===== src/rtl/rf_pkg.sv =====
// Shared constants and types for the reg_file_2r1w register file.
package rf_pkg;

    localparam int XLEN  = 32;
    localparam int NREGS = 32;

    typedef logic [4:0] reg_addr_t;

    localparam reg_addr_t ZERO_REG = 5'd0;

endpackage : rf_pkg


===== src/rtl/rf_cell.sv =====
// One WIDTH-bit register with load enable and asynchronous active-low clear.
module rf_cell #(
    parameter int WIDTH = 32
) (
    input  logic             clk,
    input  logic             rst,
    input  logic             load,
    input  logic [WIDTH-1:0] d,
    output logic [WIDTH-1:0] q
);

    // Storage flop: cleared by reset, loads d when selected, otherwise recirculates.
    always_ff @(posedge clk or negedge rst) begin
        if (!rst) begin
            q <= '0;
        end else if (load) begin
            q <= d;
        end else begin
            q <= q;
        end
    end

endmodule : rf_cell


===== src/rtl/reg_file_2r1w.sv =====
// Two-read / one-write register file with x0 hardwired to zero.
// Optional same-cycle write forwarding to the read ports: define RF_WRITE_BYPASS_EN.
module reg_file_2r1w
    import rf_pkg::*;
#(
    parameter  int WIDTH = XLEN,
    parameter  int DEPTH = NREGS,
    localparam int AW    = $clog2(DEPTH)
) (
    input  logic             clk,
    input  logic             rst,
    input  logic             we,
    input  logic [AW-1:0]    waddr,
    input  logic [WIDTH-1:0] wdata,
    input  logic [AW-1:0]    raddr1,
    input  logic [AW-1:0]    raddr2,
    output logic [WIDTH-1:0] rdata1,
    output logic [WIDTH-1:0] rdata2
);

    logic [WIDTH-1:0] entry_s [DEPTH];

    // Entry 0 has no storage; it always reads as zero.
    assign entry_s[0] = '0;

    for (genvar i = 1; i < DEPTH; i++) begin : g_cell
        logic load_s;

        // One-hot write decode, gated by we.
        assign load_s = we & (waddr == AW'(i));

        rf_cell #(
            .WIDTH (WIDTH)
        ) u_cell (
            .clk  (clk),
            .rst  (rst),
            .load (load_s),
            .d    (wdata),
            .q    (entry_s[i])
        );
    end

`ifdef RF_WRITE_BYPASS_EN
    logic wr_valid_s;

    // A write that will actually land; reads during reset stay at zero.
    assign wr_valid_s = we & rst & (waddr != AW'(ZERO_REG));

    // Read ports with write-first forwarding from the writeback stage.
    always_comb begin
        rdata1 = '0;
        rdata2 = '0;
        if (wr_valid_s && (raddr1 == waddr)) begin
            rdata1 = wdata;
        end else begin
            rdata1 = entry_s[raddr1];
        end
        if (wr_valid_s && (raddr2 == waddr)) begin
            rdata2 = wdata;
        end else begin
            rdata2 = entry_s[raddr2];
        end
    end
`else
    // Plain combinational read ports; same-cycle writes become visible next cycle.
    always_comb begin
        rdata1 = entry_s[raddr1];
        rdata2 = entry_s[raddr2];
    end
`endif

endmodule : reg_file_2r1w


===== config.mk =====
export PLATFORM = sky130hd
export DESIGN_NAME = reg_file_2r1w
export DESIGN_NICKNAME = d
export VERILOG_FILES = /design/src/rtl/rf_pkg.sv /design/src/rtl/rf_cell.sv /design/src/rtl/reg_file_2r1w.sv
export SDC_FILE = /design/constraint.sdc
export NUM_CORES = 2
export LEC_CHECK = 0
export ABC_AREA = 1
export CAP_MARGIN = 15
export CORE_MARGIN = 2
export CORE_UTILIZATION = 55
export CTS_BUF_LIST = sky130_fd_sc_hd__clkbuf_4
export CTS_CLUSTER_SIZE = 10
export DETAILED_ROUTE_END_ITERATION = 8
export HOLD_SLACK_MARGIN = 0.12
export PLACE_DENSITY = 0.72
export SETUP_SLACK_MARGIN = 0.4
export SLEW_MARGIN = 15
export SYNTH_ARGS = -nofsm -noshare
export SYNTH_HDL_FRONTEND = slang
export SYNTH_SLANG_ARGS = --single-unit

===== constraint.sdc =====
create_clock -name clk -period 3.7 [get_ports clk]
set_input_delay 0.74 -clock clk [delete_from_list [all_inputs] [get_ports clk]]
set_output_delay 0.74 -clock clk [all_outputs]
set_load 0.005 [all_outputs]

; ---- Word-level counts from Yosys, hierarchy flattened
; Index checks and enable logic that the tools add are counted.
[word_totals]
wordCells = 103
regBits = 992
[op_classes]
bitwise_logic = 33
n_eq_ne = 31
mux = 6
order_cmp = 2
[op_table]
columns = cell, n
row1 = $bmux W32 S5, 2
row2 = $mux W32, 4
row3 = $eq A5 B5 Y1 const B, 16
row4 = $eq A5 B4 Y1 const B, 8
row5 = $and A1 B1 Y1, 31
row6 = $eq A5 B3 Y1 const B, 4
row7 = $ge A6 B6 Y1 const B, 2
row8 = $not A5 Y6, 2
row9 = $eq A5 B2 Y1 const B, 2
row10 = $eq A5 B1 Y1 const B, 1

; ---- Logic depth before layout (Yosys ltp)
[depth]
word_depth = 4
depth_mapped = 12
depth_no_buf = 8

; ---- Hierarchy
; Synthesis repeated with hierarchy kept, for this count alone.
[hier_totals]
hier_cells = 9242
hier_area_um2 = 61582.8
[modules_own_cells]
columns = mod, cells_each, instances, area_each_um2
row1 = rf_cell, 136, 31, 1292.5
row2 = reg_file_2r1w, 5026, 1, 21515.6

; ---- Least setup slack after synthesis
; OpenSTA, ideal clock, no wires.
[synth_timing]
path_type = in2out
start = input port raddr2[0]
end = output port rdata2[25]
cell_stages = 11
n_path_buf = 4
t_arrival_ps = 1767
path_slack_ps = 1193
path_cell_list = buf_2 inv_2 buf_6 buf_4 buf_2 nand2_1 nand3_1 nand3_1 nand3_1 nand3_1 nand2_1
[synth_via]
elab_chain_len = 4
[synth_rtl]
columns = item, line_no
row1 = "start, declared", reg_file_2r1w.sv:16  ; input logic [AW-1:0] raddr2,
row2 = $not A5 Y6 (implied by the code), reg_file_2r1w.sv:68  ; rdata2 = entry_s[raddr2];
row3 = $bmux W32 S5, reg_file_2r1w.sv:68
row4 = $mux W32 (implied by the code) (2 in series), reg_file_2r1w.sv:68
row5 = "end, declared", reg_file_2r1w.sv:18  ; output logic [WIDTH-1:0] rdata2
; Every way passes these cells. The select of a mux whose other input is x is not followed.

; ---- Worst setup path in the final report
[layout_timing]
start = input port raddr1[0]
end = output port rdata1[28]
[layout_via]
elab_chain_len = 4
[layout_rtl]
columns = item, line_no
row1 = "start, declared", reg_file_2r1w.sv:15  ; input logic [AW-1:0] raddr1,
row2 = $not A5 Y6 (implied by the code), reg_file_2r1w.sv:67  ; rdata1 = entry_s[raddr1];
row3 = $bmux W32 S5, reg_file_2r1w.sv:67
row4 = $mux W32 (implied by the code) (2 in series), reg_file_2r1w.sv:67
row5 = "end, declared", reg_file_2r1w.sv:17  ; output logic [WIDTH-1:0] rdata1,
; Every way passes these cells. The select of a mux whose other input is x is not followed.

==> flow_metrics.env <==
export IMPL_syn_cell_area_sq_um=56200
export IMPL_synth_area_top_cells="dfrtp_1, nand2_1, nand3_1, o21ai_0, inv_1"
export IMPL_rsz0062_at_grt="true"
export IMPL_synth_most_common_cell="nand2_1"
export IMPL_critical_path_class="in -> out"
export IMPL_cellPowerDensity_nw_per_um2=493
export IMPL_cp_max_fo=27
export IMPL_clock_latency_ps=1190
export IMPL_fmax_mhz=304
export IMPL_start_util_pct=55.3
export IMPL_yosysWarnings=0
export IMPL_nets=8350
export IMPL_yosysSeqAreaShare_pct=44.2
export IMPL_p_int_w=0.0208
export IMPL_min_path_type="in -> async"
export IMPL_ys_seq_elements=992
export IMPL_start_kind="primary input"
export IMPL_cts_root_buf="clkbuf_4"
export IMPL_r2r_end="g_cell[7].u_cell.q[13]"
export IMPL_drt_iter0_drc=7682
export IMPL_row_count=117
export IMPL_wl_mm=215
export IMPL_fin_tns_setup_ps=0
export IMPL_die_y_microns=324
export IMPL_n_fill_cell=9416
export IMPL_first_pass_iters=6
export IMPL_combPwrFrac_pct=22.8
export IMPL_maxSlewHeadroom_pct=25.1
export IMPL_clockBufferDepth=4
export IMPL_largest_reg_flops=992
export IMPL_syn_num_nets=8359
export IMPL_leakagePower_nw=31.9
export IMPL_cp_required_ps=2960
export IMPL_largest_register="g_cell.u_cell.q"
export IMPL_pin_count=114
export IMPL_vias_per_cell=6.02
export IMPL_min_period_over_period_pct=88.9
export IMPL_reg_top3="g_cell.u_cell.q x992"
export IMPL_fin_crit_ps=3290
export IMPL_numCtsBuffers=291
export IMPL_track_usage_pct=40.8
export IMPL_status="complete, no violations"
export IMPL_cp_arrival_ps=2550
export IMPL_synth_top_area_share_pct=44.2
export IMPL_cts_max_level=5
export IMPL_finalSetupViolCount=0
export IMPL_r2r_start="g_cell[7].u_cell.q[13]"
export IMPL_peakVddDrop_uv=305
export IMPL_final_antenna_net_count=0
export IMPL_grt_pass1_wl_mm=328
export IMPL_die_x_microns=324
export IMPL_hold_viol_final=0
export IMPL_vias=59377
export IMPL_overflow=0
export IMPL_regArea_sq_um=24800
export IMPL_p_switching_w=0.0107
export IMPL_die_area_sq_um=105000
export IMPL_drc=0
export IMPL_async_flop_share_pct=100
export IMPL_place_congestion=0.898
export IMPL_grt_max_degree=103
export IMPL_power_clock_fraction_pct=32.2
export IMPL_swShare_pct=34.1
export IMPL_synth_edff_count=0
export IMPL_drv_slew=0
export IMPL_end_kind="output port"
export IMPL_areaGrowthSynthToFinish_pct=13.8
export IMPL_synth_top_cells_by_count="nand2_1, nand3_1, dfrtp_1"
export IMPL_seq_power_share_pct=45.0
export IMPL_port_buffers=113
export IMPL_synth_area_per_cell_sq_um=6.76
export IMPL_cts_tree="yes"
export IMPL_wl_per_cell_microns=21.8
export IMPL_synth_flop_cell="dfrtp_1"
export IMPL_finClkSkew_ps=0
export IMPL_multiInputGateArea_sq_um=26600
export IMPL_yosysTopAreaCell="dfrtp_1"
export IMPL_antenna_found_initial=8
export IMPL_drive_above_1_share_pct=12.3
export IMPL_coreArea_sq_um=102000
export IMPL_dp_hpwl_mm=122
export IMPL_max_cap_violations=0
export IMPL_r2r_slack_ps=2830
export IMPL_synth_cells=8309
export IMPL_numClockSinks=992
export IMPL_reg2reg_depth=3
export IMPL_worst_pin_slew_ps=1120
export IMPL_first_global_vias=55503
export IMPL_clkTransAtPathRegs_ps=70
export IMPL_synth_distinct_cells=19
export IMPL_whs_ps=261
[critical path, cell delays in order]
cell	delay [ps]
buf_8	170
inv_8	90
nor2_4	180
buf_12	130
buf_16	210
buf_4	230
nand2_1	70
nand3_1	100
nand3_1	80
nand3_1	140
nand2_4	100
dlygate4sd2_1	270
[worst max path at each step]
stage / startpoint / endpoint / slack [ps] / depth (start not counted)
floorplan: raddr2[0] / rdata2[25] / 1190 / 11
global placement: raddr1[0] / rdata1[17] / 200 / 11
detailed placement: raddr1[0] / rdata1[17] / 170 / 11
CTS: g_cell[11].u_cell.q[30] / rdata1[30] / 310 / 9
global route: g_cell[14].u_cell.q[9] / rdata1[9] / 300 / 9
finish: raddr1[0] / rdata1[28] / 410 / 12
[per-stage QoR]
step | total power (W) | worst slack, ps | std cells | area (sq um) | utilization, %
final | 0.0315 | 410 | 9861 | 64000 | 62.9
after global routing | 0.0334 | 302 | 9857 | 63900 | 62.9
after CTS | 0.0313 | 307 | 9817 | 63300 | 62.3
after detailed placement | 0.0211 | 175 | 9332 | 59500 | 58.6
after global placement | 0.0209 | 197 | 9332 | 59500 | 58.6
after floorplan | 0.0187 | 1190 | 8309 | 56200 | -
[routing by layer]
layer,wire (microns),vias up,track usage (%)
met3,29600,935,10.4
met4,12200,6,21.5
li1,-,26672,-
met1,82300,27484,54.7
met5,37,-,0
met2,91000,4280,61.2
[kinds of logic after synthesis]
family,share of synthesized area [%]
buffers and inverters,10.2
AND/OR/NAND/NOR,34.5
flip-flops,44.2
AO/OA/AOI/OAI,11.1
[cells in the final DEF, fill, tap and decap left out, types with 4 or more instances in the layout]
master	count
buf_8	5
o21ai_0	905
nand3_1	1452
nand3_4	5
nand2_4	37
clkbuf_2	23
buf_16	6
buf_6	5
nand2_2	91
o21ai_1	87
inv_1	683
clkdlybuf4s15_1	15
diode_2	13
clkbuf_4	405
buf_12	107
dfrtp_1	992
nor2_2	9
clkdlybuf4s50_1	38
buf_2	17
a21oi_1	255
inv_2	69
dlygate4sd2_1	10
clkinv_1	52
buf_4	157
bufinv_16	4
nor2_1	128
nand2_1	2815
nand3_2	84
clkinv_2	6
[layout make-up]
cell class                 count  area share, %
clock buffer                 405           4.75
sequential                   992           38.8
tap                         1368           2.68
multi-input combinational   5874           41.6
timing repair buffer         387           7.07
clock inverter                68          0.575
antenna                       13         0.0509
inverter                     754           4.49
[power groups by stage]
stage | clock network [W] | registers, W | logic, W
floorplan | 0 | 0.0140 | 0.00473
global placement | 0 | 0.0142 | 0.00661
detailed placement | 0 | 0.0143 | 0.00682
CTS | 0.0103 | 0.0141 | 0.00689
global route | 0.0108 | 0.0144 | 0.00814
finish | 0.0101 | 0.0142 | 0.00719
[repair_timing]
item,in CTS,in global routing
setup buffers,11,28
gates resized for setup,242,203
hold endpoints to repair,49,0
endpoints found under the setup margin,64,61
hold buffers,1,0
gates cloned,0,3
pin swaps,85,83
(Power assumes the default switching activity.)
